### src/rtl/uart_txbuf_pkg.sv
// Shared types and constants for the buffered UART transmit front-end:
// drain FSM states, ASCII line-ending bytes and the status word packing.
package uart_txbuf_pkg;

  typedef enum logic [1:0] {
    IDLE    = 2'd0,
    ACK     = 2'd1,
    DRAIN   = 2'd2,
    CR_PEND = 2'd3
  } txbuf_state_t;

  localparam logic [7:0] ASCII_LF = 8'h0A;
  localparam logic [7:0] ASCII_CR = 8'h0D;

  localparam int STATUS_LEVEL_W = 16;

  // Status word for the SoC read mux: {overflow, full, empty, level}, zero-extended.
  function automatic logic [31:0] status_word(input logic                      ovf,
                                              input logic                      is_full,
                                              input logic                      is_empty,
                                              input logic [STATUS_LEVEL_W-1:0] lvl);
    return {13'd0, ovf, is_full, is_empty, lvl};
  endfunction

endpackage

### src/rtl/sync_fifo.sv
// Parameterised byte FIFO: storage array, read/write pointers and an occupancy
// counter. Callers must only push when there is room and only pop when non-empty.
module sync_fifo #(
  parameter int DEPTH      = 16,
  parameter int DEPTH_BITS = $clog2(DEPTH)
) (
  input  logic                clk,
  input  logic                reset,
  input  logic                push,
  input  logic [7:0]          push_data,
  input  logic                pop,
  output logic [7:0]          rd_data,
  output logic [DEPTH_BITS:0] level,
  output logic                empty,
  output logic                full
);

  logic [7:0]            mem [DEPTH];
  logic [DEPTH_BITS-1:0] wr_ptr_reg, wr_ptr_next;
  logic [DEPTH_BITS-1:0] rd_ptr_reg, rd_ptr_next;
  logic [DEPTH_BITS:0]   level_reg, level_next;

  // Storage carries no reset so it can map onto RAM resources.
  always_ff @(posedge clk) begin
    if (push) begin
      mem[wr_ptr_reg] <= push_data;
    end
  end

  always_comb begin
    wr_ptr_next = wr_ptr_reg;
    rd_ptr_next = rd_ptr_reg;
    level_next  = level_reg;
    if (push) begin
      wr_ptr_next = wr_ptr_reg + 1'b1;
    end
    if (pop) begin
      rd_ptr_next = rd_ptr_reg + 1'b1;
    end
    if (push && !pop) begin
      level_next = level_reg + 1'b1;
    end else if (pop && !push) begin
      level_next = level_reg - 1'b1;
    end
  end

  always_ff @(posedge clk or posedge reset) begin
    if (reset) begin
      wr_ptr_reg <= '0;
      rd_ptr_reg <= '0;
      level_reg  <= '0;
    end else begin
      wr_ptr_reg <= wr_ptr_next;
      rd_ptr_reg <= rd_ptr_next;
      level_reg  <= level_next;
    end
  end

  assign rd_data = mem[rd_ptr_reg];
  assign level   = level_reg;
  assign empty   = (level_reg == '0);
  assign full    = (level_reg == (DEPTH_BITS+1)'(DEPTH));

endmodule

### src/rtl/uart_tx_buffer.sv
// Buffered UART transmit front-end: bus writes land in a FIFO, a drain FSM hands
// bytes to the uart. Define UART_TXBUF_CRLF_EN to expand LF into CR,LF on the wire.
module uart_tx_buffer
  import uart_txbuf_pkg::*;
#(
  parameter int DEPTH      = 16,
  parameter int DEPTH_BITS = $clog2(DEPTH)
) (
  input  logic                clk,
  input  logic                reset,
  input  logic                wr_valid,
  input  logic [7:0]          wr_data,
  output logic                wr_ready,
  input  logic                ovf_clr,
  output logic [7:0]          tx_data,
  output logic                tx_send,
  input  logic                tx_ready,
  output logic [DEPTH_BITS:0] level,
  output logic                empty,
  output logic                full,
  output logic                overflow,
  output logic                busy
);

  txbuf_state_t state_reg, state_next;
  logic [7:0]   tx_data_reg, tx_data_next;
  logic         tx_send_reg, tx_send_next;
  logic         overflow_reg, overflow_next;
  logic         pop;
  logic         push;
  logic [7:0]   rd_data;
`ifdef UART_TXBUF_CRLF_EN
  logic         lf_pend_reg, lf_pend_next;
`endif

  sync_fifo #(
    .DEPTH      (DEPTH),
    .DEPTH_BITS (DEPTH_BITS)
  ) u_fifo (
    .clk       (clk),
    .reset     (reset),
    .push      (push),
    .push_data (wr_data),
    .pop       (pop),
    .rd_data   (rd_data),
    .level     (level),
    .empty     (empty),
    .full      (full)
  );

  // A pop in the same cycle frees a slot, so a write into a full FIFO still lands.
  assign push = wr_valid && (!full || pop);

  always_comb begin
    overflow_next = overflow_reg;
    if (ovf_clr) begin
      overflow_next = 1'b0;
    end
    if (wr_valid && full && !pop) begin
      overflow_next = 1'b1;
    end
  end

  always_comb begin
    state_next   = state_reg;
    tx_data_next = tx_data_reg;
    tx_send_next = 1'b0;
    pop          = 1'b0;
`ifdef UART_TXBUF_CRLF_EN
    lf_pend_next = lf_pend_reg;
`endif
    unique case (state_reg)
      IDLE: begin
        if (!empty && tx_ready) begin
          pop          = 1'b1;
          tx_send_next = 1'b1;
          tx_data_next = rd_data;
          state_next   = ACK;
`ifdef UART_TXBUF_CRLF_EN
          if (rd_data == ASCII_LF) begin
            tx_data_next = ASCII_CR;
            lf_pend_next = 1'b1;
          end
`endif
        end
      end
      ACK: begin
        if (!tx_ready) begin
          state_next = DRAIN;
        end
      end
      DRAIN: begin
        if (tx_ready) begin
`ifdef UART_TXBUF_CRLF_EN
          state_next = lf_pend_reg ? CR_PEND : IDLE;
`else
          state_next = IDLE;
`endif
        end
      end
      CR_PEND: begin
`ifdef UART_TXBUF_CRLF_EN
        // The LF was already popped; send it without touching the FIFO.
        if (tx_ready) begin
          tx_data_next = ASCII_LF;
          tx_send_next = 1'b1;
          lf_pend_next = 1'b0;
          state_next   = ACK;
        end
`else
        state_next = IDLE;
`endif
      end
      default: state_next = IDLE;
    endcase
  end

  always_ff @(posedge clk or posedge reset) begin
    if (reset) begin
      state_reg    <= IDLE;
      tx_data_reg  <= 8'h00;
      tx_send_reg  <= 1'b0;
      overflow_reg <= 1'b0;
`ifdef UART_TXBUF_CRLF_EN
      lf_pend_reg  <= 1'b0;
`endif
    end else begin
      state_reg    <= state_next;
      tx_data_reg  <= tx_data_next;
      tx_send_reg  <= tx_send_next;
      overflow_reg <= overflow_next;
`ifdef UART_TXBUF_CRLF_EN
      lf_pend_reg  <= lf_pend_next;
`endif
    end
  end

  assign wr_ready = !full;
  assign tx_data  = tx_data_reg;
  assign tx_send  = tx_send_reg;
  assign overflow = overflow_reg;
  assign busy     = !empty || (state_reg != IDLE);

endmodule

### config.mk
export PLATFORM = sky130hd
export DESIGN_NAME = uart_tx_buffer
export DESIGN_NICKNAME = d
export VERILOG_FILES = /design/src/rtl/uart_txbuf_pkg.sv /design/src/rtl/sync_fifo.sv /design/src/rtl/uart_tx_buffer.sv
export SDC_FILE = /design/constraint.sdc
export NUM_CORES = 1
export LEC_CHECK = 0
export ABC_AREA = 1
export ABC_CLOCK_PERIOD_IN_PS = 2400
export BUFFER_PORTS_ARGS = -buffer_cell sky130_fd_sc_hd__buf_2
export CORE_ASPECT_RATIO = 2
export CORE_MARGIN = 2
export CORE_UTILIZATION = 44
export DETAILED_ROUTE_END_ITERATION = 7
export PLACE_DENSITY = 0.61
export SLEW_MARGIN = 30
export SYNTH_ARGS = -nofsm -noshare
export SYNTH_HDL_FRONTEND = slang
export SYNTH_SLANG_ARGS = --single-unit
### constraint.sdc
create_clock -name clk -period 2.4 [get_ports clk]
set_input_delay 0.12 -clock clk [delete_from_list [all_inputs] [get_ports clk]]
set_output_delay 0.12 -clock clk [all_outputs]
set_load 0.1 [all_outputs]
==> results_dict.tcl <==
set metrics [dict create \
    synthCells 678 \
    p_per_area_nw_per_um2 1290 \
    synth_area_leaders "edfxtp_1, nand2_1, dfrtp_1, nand3_1, inv_1" \
    cts_max_path_buffers 2 \
    cts_max_level 4 \
    fin_nets 758 \
    reg2reg_to "u_fifo.mem[12][0]" \
    power.total_uw 10300 \
    clock_latency_ns 0.42 \
    antenna_found_initial 0 \
    start_util 0.449 \
    min-delay-start "wr_valid" \
    yosysTopAreaCellShare 0.560 \
    setup_viol 0 \
    yosysMostFrequentCell "nand2_1" \
    peakVddDrop_v 0.00131 \
    synth-edff-count 128 \
    ys_seq_area_frac 0.651 \
    worstReg2RegStart "state_reg[0]" \
    die_w_microns 92.3 \
    async_reset_ff_frac 0.163 \
    syn_area_sq_um 6860 \
    critPathTopFamily "simple AND/OR/NAND/NOR gates" \
    final_util 0.524 \
    maxSlewViolCount 0 \
    numCtsBuffers 17 \
    clk_pin_slew_worst_paths_ns 0.06 \
    cts.sinks 153 \
    rsz0062_at_grt "false" \
    cts_tree "built" \
    arrival_ns 2.41 \
    hold_class "in2reg" \
    rows 64 \
    regArea_sq_um 4490 \
    min_period_ns 2.28 \
    num_vias 4757 \
    largest_register_ffs 128 \
    io_pins 32 \
    drc_errors 0 \
    fmax_mhz 439 \
    maxCapViolCount 0 \
    crit_path_max_incr_delay_ns 0.45 \
    path_class "reg2reg" \
    synth-main-ff-cell "edfxtp_1" \
    finalCritPeriodShare 0.949 \
    overflow 0 \
    grt_pass1_wl_microns 24900 \
    hpwl_microns 11000 \
    synth_common_cells "nand2_1, edfxtp_1, inv_1" \
    place_congestion 0.843 \
    yosys_warnings 0 \
    die-area_sq_um 16700 \
    placed_cell_area_sq_um 7400 \
    required_ns 2.54 \
    coreArea_sq_um 15300 \
    holdPathStages 3 \
    synth_top_area_cell "edfxtp_1" \
    path_cells "nor2_2 -> inv_2 -> nor2_4 -> nand2_4 -> nand2_4 -> nand2_8 -> buf_4 -> buf_4 -> nor3_1 -> buf_4" \
    endpoint_kind "flop" \
    track_usage 0.202 \
    r2r_slack_ns 0.12 \
    crit_top_cell "buf_4" \
    diodes 0 \
    nFillCells 1332 \
    syn_to_final_growth_pct 16.8 \
    syn-num-nets 701 \
    ys_seq_elements 153 \
    stdcell_area_sq_um 8020 \
    wl_microns 16000 \
    drive_gt1_frac 0.159 \
    grt_pass1_vias 4830 \
    cts_root_buf "clkbuf_16" \
    grt_max_degree 40 \
    vias_per_cell 5.03 \
    first_pass_iters 4 \
    relSlewSlack 0.497 \
    critical_path_buf_inv_count 4 \
    multi_input_area_sq_um 1820 \
    skew_ns 0.00812 \
    cp_slowest_cell "nor3_1" \
    dp.cells 907 \
    finalNonFillerCells 946 \
    io_buffers 31 \
    ff2ff_path_depth 10 \
    worst_pin_slew_ns 0.753 \
    drt.antenna.violating_nets 0 \
    whs_endpoint "overflow" \
    ys_types 27 \
    critical_path.max_fanout 12 \
    syn_avg_cell_area_sq_um 10.1 \
    drt-initial-drc-count 250 \
    p_leak_uw 0.00356 \
    die_h_microns 181 \
    crit_path_start_kind "flop" \
    wl_per_cell_microns 16.9 \
    finalHoldViolations 0 \
    status "complete, no violations" \
]
## where the power goes
group	internal [uW]	leakage (uW)	switching, uW
Clock	1430	0.000260	1070
Sequential	3320	0.00146	250
Combinational	1130	0.00184	3150
Total	5880	0.00356	4470
## per-stage QoR
stage / hold WS (ns) / setup WS (ns) / TNS, ns
6_report: 0.0662 / 0.122 / 0
5_1_grt: 0.107 / 0.00613 / 0
4_1_cts: 0.0532 / 0.0424 / 0
3_5_place_dp: 0.293 / 0.00332 / 0
3_3_place_gp: 0.283 / 0.0402 / 0
2_1_floorplan: 0.147 / -0.355 / -0.886
## what timing repair did
item	CTS	global route
pin swaps	2	7
setup buffers	2	2
endpoints found under the hold margin	19	0
gates resized for setup	0	2
setup endpoints to repair	1	1
hold buffers	3	0
## tightest hold or removal path: stages
cell,delay [ns]
buf_2,0.15
nand3_1,0.10
o21ai_0,0.07
## kinds of logic (layout without fill, tap and decap cells)
family | after synthesis | after routing | share of synthesized area
simple gates | 343 | 343 | 0.217
fa+ha+maj | 10 | 10 | 0.0193
compound gates | 12 | 12 | 0.00966
xor+xnor | 8 | 8 | 0.0102
buf+inv | 152 | 222 | 0.0921
flops | 153 | 153 | 0.651
## cell type report
class | instances | share of cell area
clock buffer | 18 | 0.0535
inverter | 124 | 0.0593
multi-input combinational | 373 | 0.226
timing repair buffer | 66 | 0.0546
tap | 198 | 0.0309
clock inverter | 14 | 0.0156
sequential | 153 | 0.560
## layout by cell type, fill, tap and decap left out, types with 3 or more instances in the layout
cell           netlist  routed
clkinv_4             0       4
buf_4                7      31
nand3_1            101     100
edfxtp_1           128     128
inv_2                5       4
o21ai_1              3       5
inv_6                0       3
dfrtp_4              0       4
clkinv_1             2       5
inv_1              117     116
dlygate4sd3_1        0       3
ha_1                 9       7
clkinvlp_4           0       3
clkbuf_16            0      17
xor2_1               7       7
nor2_4               2       3
buf_2               16      31
nand2_1            216     214
dfrtp_1             25      19
nor3_1              16      16
## layer usage
layer / global-route usage / up-vias / part of all wire
met5: 0 / - / 0
met4: 0.131 / 0 / 0.051
met3: 0.0330 / 49 / 0.030
met2: 0.373 / 131 / 0.57
met1: 0.202 / 2286 / 0.35
li1: - / 2291 / -
## how the worst max path moves through the flow
stage | endpoint | depth (start not counted) | from
floorplan | u_fifo.level[4] | 15 | u_fifo.level[2]
global placement | u_fifo.level[4] | 16 | state_reg[0]
detailed placement | u_fifo.level[4] | 16 | state_reg[0]
CTS | u_fifo.level[4] | 16 | state_reg[1]
global route | u_fifo.level[4] | 16 | state_reg[0]
finish | u_fifo.mem[12][0] | 10 | state_reg[0]
No activity file was read; power rests on OpenSTA's default activity.
